## src/rtl/bist_pkg.sv

```systemverilog
// Shared BIST definitions: ORA state encoding and default MISR/PRPG constants.
package bist_pkg;

    typedef enum logic [1:0] {
        IDLE    = 2'd0,
        RUN     = 2'd1,
        COMPARE = 2'd2,
        DONE    = 2'd3
    } ora_state_t;

    // Feedback taps: bit i set means the MSB feeds stage i (bit 0 always set).
    localparam logic [3:0]  POLY_W4  = 4'b0011;           // x^4+x+1
    localparam logic [3:0]  SEED_W4  = 4'b0000;
    localparam logic [7:0]  POLY_W8  = 8'h1D;             // x^8+x^4+x^3+x^2+1
    localparam logic [7:0]  SEED_W8  = 8'h00;
    localparam logic [15:0] POLY_W16 = 16'h002D;          // x^16+x^5+x^3+x^2+1
    localparam logic [15:0] SEED_W16 = 16'h0000;

endpackage

```

## src/rtl/misr_core.sv

```systemverilog
// Multiple-input signature register: state register plus XOR feedback network.
module misr_core
    import bist_pkg::*;
#(
    parameter int unsigned      WIDTH = 4,
    parameter logic [WIDTH-1:0] POLY  = WIDTH'(POLY_W4)
) (
    input  logic             clk,
    input  logic             rst_n,
    input  logic             load,
    input  logic [WIDTH-1:0] load_val,
    input  logic             en,
    input  logic [WIDTH-1:0] din,
    output logic [WIDTH-1:0] sig
);

    logic [WIDTH-1:0] sig_next;

    // Shift up one stage, fold the MSB back through the taps, mix in the response.
    always_comb begin
        sig_next    = '0;
        sig_next[0] = (POLY[0] & sig[WIDTH-1]) ^ din[0];
        for (int i = 1; i < int'(WIDTH); i++) begin
            sig_next[i] = sig[i-1] ^ (POLY[i] & sig[WIDTH-1]) ^ din[i];
        end
    end

    // Load has priority over compaction; otherwise hold.
    always_ff @(posedge clk or negedge rst_n) begin
        if (!rst_n) begin
            sig <= '0;
        end else if (load) begin
            sig <= load_val;
        end else if (en) begin
            sig <= sig_next;
        end
    end

endmodule

```

## src/rtl/bist_misr_analyzer.sv

```systemverilog
// BIST output response analyzer: compacts PATTERNS responses into a MISR and
// compares the final signature against a golden value.
module bist_misr_analyzer
    import bist_pkg::*;
#(
    parameter int unsigned      WIDTH    = 4,
    parameter logic [WIDTH-1:0] POLY     = WIDTH'(POLY_W4),
    parameter logic [WIDTH-1:0] SEED     = WIDTH'(SEED_W4),
    parameter int unsigned      PATTERNS = 16
) (
    input  logic             clk,
    input  logic             rst_n,
    input  logic             start,
    input  logic [WIDTH-1:0] resp,
    input  logic             resp_valid,
    output logic             resp_ready,
    input  logic [WIDTH-1:0] golden,
    output logic [WIDTH-1:0] signature,
    output logic             busy,
    output logic             done,
    output logic             pass
);

    localparam int unsigned CW = $clog2(PATTERNS + 1);

    ora_state_t    state_q;
    logic [CW-1:0] count_q;
    logic          start_ok;
    logic          accept;
    logic          last;

    // Start only counts when not busy; resp_ready is high only in RUN.
    always_comb begin
        start_ok = start & ((state_q == IDLE) | (state_q == DONE));
        accept   = resp_valid & resp_ready;
        last     = accept & (count_q == CW'(PATTERNS - 1));
    end

    misr_core #(
        .WIDTH (WIDTH),
        .POLY  (POLY)
    ) u_misr (
        .clk      (clk),
        .rst_n    (rst_n),
        .load     (start_ok),
        .load_val (SEED),
        .en       (accept),
        .din      (resp),
        .sig      (signature)
    );

    // Run-control FSM with pattern counter and registered status outputs.
    always_ff @(posedge clk or negedge rst_n) begin
        if (!rst_n) begin
            state_q    <= IDLE;
            count_q    <= '0;
            done       <= 1'b0;
            pass       <= 1'b0;
            busy       <= 1'b0;
            resp_ready <= 1'b0;
        end else begin
            unique case (state_q)
                IDLE, DONE: begin
                    if (start) begin
                        state_q    <= RUN;
                        count_q    <= '0;
                        done       <= 1'b0;
                        pass       <= 1'b0;
                        busy       <= 1'b1;
                        resp_ready <= 1'b1;
                    end
                end
                RUN: begin
                    if (accept) begin
                        count_q <= count_q + CW'(1);
                    end
                    if (last) begin
                        state_q    <= COMPARE;
                        resp_ready <= 1'b0;
                    end
                end
                COMPARE: begin
                    // Signature is frozen here, so golden is checked against the final value.
                    pass    <= (signature == golden);
                    done    <= 1'b1;
                    busy    <= 1'b0;
                    state_q <= DONE;
                end
                default: begin
                    state_q <= IDLE;
                end
            endcase
        end
    end

endmodule
```

## config.mk

```make
export PLATFORM = sky130hd
export DESIGN_NAME = bist_misr_analyzer
export DESIGN_NICKNAME = d
export VERILOG_FILES = /design/src/rtl/bist_pkg.sv /design/src/rtl/misr_core.sv /design/src/rtl/bist_misr_analyzer.sv
export SDC_FILE = /design/constraint.sdc
export NUM_CORES = 1
export LEC_CHECK = 0
export BUFFER_PORTS_ARGS = -buffer_cell sky130_fd_sc_hd__buf_2
export CAP_MARGIN = 5
export CORE_MARGIN = 5
export CORE_UTILIZATION = 58
export CTS_BUF_LIST = sky130_fd_sc_hd__clkbuf_4
export DETAILED_ROUTE_END_ITERATION = 12
export PLACE_DENSITY = 0.95
export SYNTH_ARGS = -nofsm -noshare
export SYNTH_HDL_FRONTEND = slang
export SYNTH_SLANG_ARGS = --single-unit
```

## constraint.sdc

```tcl
create_clock -name clk -period 4.4 [get_ports clk]
set_clock_uncertainty 0.05 [all_clocks]
set_input_delay 1.1 -clock clk [delete_from_list [all_inputs] [get_ports clk]]
set_output_delay 1.1 -clock clk [all_outputs]
set_load 0.005 [all_outputs]
```

==> qor.csv <==
metric,value,unit
Netlist cell types,30,
number of stages on the worst setup path,1,
clk root buf,clkbuf_4,
CTS tree,yes,
crit path cell chain,buf_2,
Pwr Density,643,nW/um2
peak supply drop,330,uV
area grow syn2layout,14.0,%
DRT iter0 DRCs,27,
Starting Density,59.6,%
CTS max path bufs,2,
Nets,126,
hold buffer count at cts,0,
Yosys reg bits,15,
sw frac,41.7,%
power share of the combinational group,49.4,%
sequential power share,37.0,%
sequential cell area fraction in the yosys report,43.4,%
core area,1450,um2
crit share post-route,46.5,%
r2r setup slk,2590,ps
die area,2370,um2
Ant. Diodes,0,
chip width,48.6,um
crit path buf inv count,1,
kind of critical path,reg2out,
Max Cap Viol,0,
Clk pwr share,13.6,%
vias in the first global route,698,
# setup viols final,0,
Critical path origin,u_misr.sig[3],
Final Power,0.000635,W
"slowest stage cell, crit path",dfrtp_1,
CP peak stage delay,450,ps
min Tclk post-route,2050,ps
Critical Path Sink Type,output pin,
Layout Utilization,67.9,%
P_sw,0.000265,W
router iterations before antenna repair,3,
share of layout cells above drive strength 1,22.2,%
yosys warns,0,
DR vias/cell,5.81,
Crit Path Max Fanout,5,
RSZ-0062 raised after global routing,no,
PostCTS Resize Cnt,0,
CP required,3250,ps
setup_tns,0,ps
Slew headroom,75.0,%
"Hold Vio Cnt, Final",0,
total grt overflow,0,
Post-synth EDFFs,0,
buffer count from post-CTS setup fixing,0,
RR Endpoint,count_q[3],
final WL,1.86,mm
Slew @ Worst Pin,373,ps
Hold WC Path Type,reg2reg,
"Reg clk slew, reported paths",90,ps
largest net degree at the start of global routing,16,
total CTS buffers,3,
status,"complete, no violations",
antenna-violating nets left,0,
fraction of registers with async set or reset after synthesis,100,%
cell area after synthesis,866,um2
Pint,0.000370,W
Max Fclk,489,MHz
Ports,20,
CP startpoint kind,flop,
total clock sinks,15,
post-synthesis average cell area,9.73,um2
first-pass GRT wire length,3.18,mm
LEAKAGE,0.470,nW
GRT Overall Usage,16.9,%
crit path to,signature[3],
cell family with most CP delay,flip-flops,
Die H,48.6,um
WP data arrival,900,ps
PortBufs,19,
DRC violations left,0,
Mapped Nets,106,
vias,721,
# H-tree levels,1,
number of antenna violations at the first check in global routing,0,
hold depth,1,
r2r startpoint,state_q[0],
Max Slew Vio Count,0,
ys flop type,dfrtp_1,
Worst-Skew Late Latency,280,ps
Register-to-Register Path Depth,5,
Mapped Cells,89,
DPL Wire Length,1.35,mm
routed len/inst,15.0,um
Site Rows,14,
routability cong.,0.810,
## power by group through the flow
stage / Clock [W] / Sequential [W] / Combinational (W)
after floorplan: 0 / 0.000234 / 0.000236
after global placement: 0 / 0.000234 / 0.000295
after detailed placement: 0 / 0.000238 / 0.000305
after CTS: 0.0000846 / 0.000235 / 0.000313
after global routing: 0.0000909 / 0.000242 / 0.000355
final: 0.0000862 / 0.000235 / 0.000314
## registers in the layout, indices dropped and copies added (netlist names)
| name | cells |
|---|---|
| busy | 1 |
| count_q | 5 |
| done | 1 |
| pass | 1 |
| resp_ready | 1 |
| state_q | 2 |
| u_misr.sig | 4 |
## area by class of cell
type                    instances  area, um2
inverters                       4       15.0
flip-flops and latches         15        375
multi-input cells              66        452
repair buffers                 19       95.1
clock buffers                   4       30.0
fillers                       117        467
well taps                      16       20.0
## per-stage QoR
step / cell area, um2 / std cells / setup slack (ps) / hold slack, ps
3_5_place_dp: 957 / 120 / 2290 / 461
6_report: 987 / 124 / 2350 / 476
5_1_grt: 987 / 124 / 2310 / 496
3_3_place_gp: 957 / 120 / 2340 / 441
2_1_floorplan: 866 / 89 / 2410 / 429
4_1_cts: 987 / 124 / 2350 / 472
## cell families (layout without fill, tap and decap cells)
group | after synthesis | count (layout) | share of synthesized area (%)
AO/OA/AOI/OAI | 18 | 18 | 13.4
multiplexers | 3 | 3 | 3.47
adder cells (fa/ha/maj) | 5 | 5 | 7.23
buffers and inverters | 8 | 27 | 4.48
XOR/XNOR | 9 | 9 | 9.10
AND/OR/NAND/NOR | 31 | 31 | 18.9
flip-flops | 15 | 15 | 43.4
## cell usage in the layout (no fill, tap or decap), types with 4 or more instances in the layout
cell      netlist  layout
dfrtp_1        15      15
clkbuf_4        0       4
nor2_1          9       9
nand3_1         6       6
xnor2_1         5       5
buf_2           1      19
o21ai_0         6       6
inv_1           4       4
nand2_1         4       4
xor2_1          4       4
ha_1            5       5
## cell usage after synthesis, types with 2 or more instances
master     n  area [um2]
clkbuf_1   2        7.51
o41ai_1    2        17.5
o21ai_0    6        30.0
nand3_1    6        30.0
mux2i_1    3        30.0
and2_1     2        12.5
xnor2_1    5        43.8
a211oi_1   3        22.5
ha_1       5        62.6
dfrtp_1   15         375
xor2_1     4        35.0
o31ai_1    2        15.0
a21oi_1    2        10.0
nand2_1    4        15.0
inv_1      4        15.0
nand2b_1   2        12.5
nor2_1     9        33.8
## worst min-delay path by stage
stage / from / endpoint
5_1_grt: count_q[0] / count_q[0]
3_3_place_gp: pass / pass
6_report: count_q[0] / count_q[0]
4_1_cts: count_q[0] / count_q[0]
2_1_floorplan: count_q[0] / count_q[0]
3_5_place_dp: count_q[0] / count_q[0]
## layer usage
layer / global-route usage [%] / wire (um)
met2: 30.4 / 952
met5: 0 / 0
met3: 1.53 / 61
met1: 19.6 / 812
met4: 8.07 / 31
(Power assumes the default switching activity.)
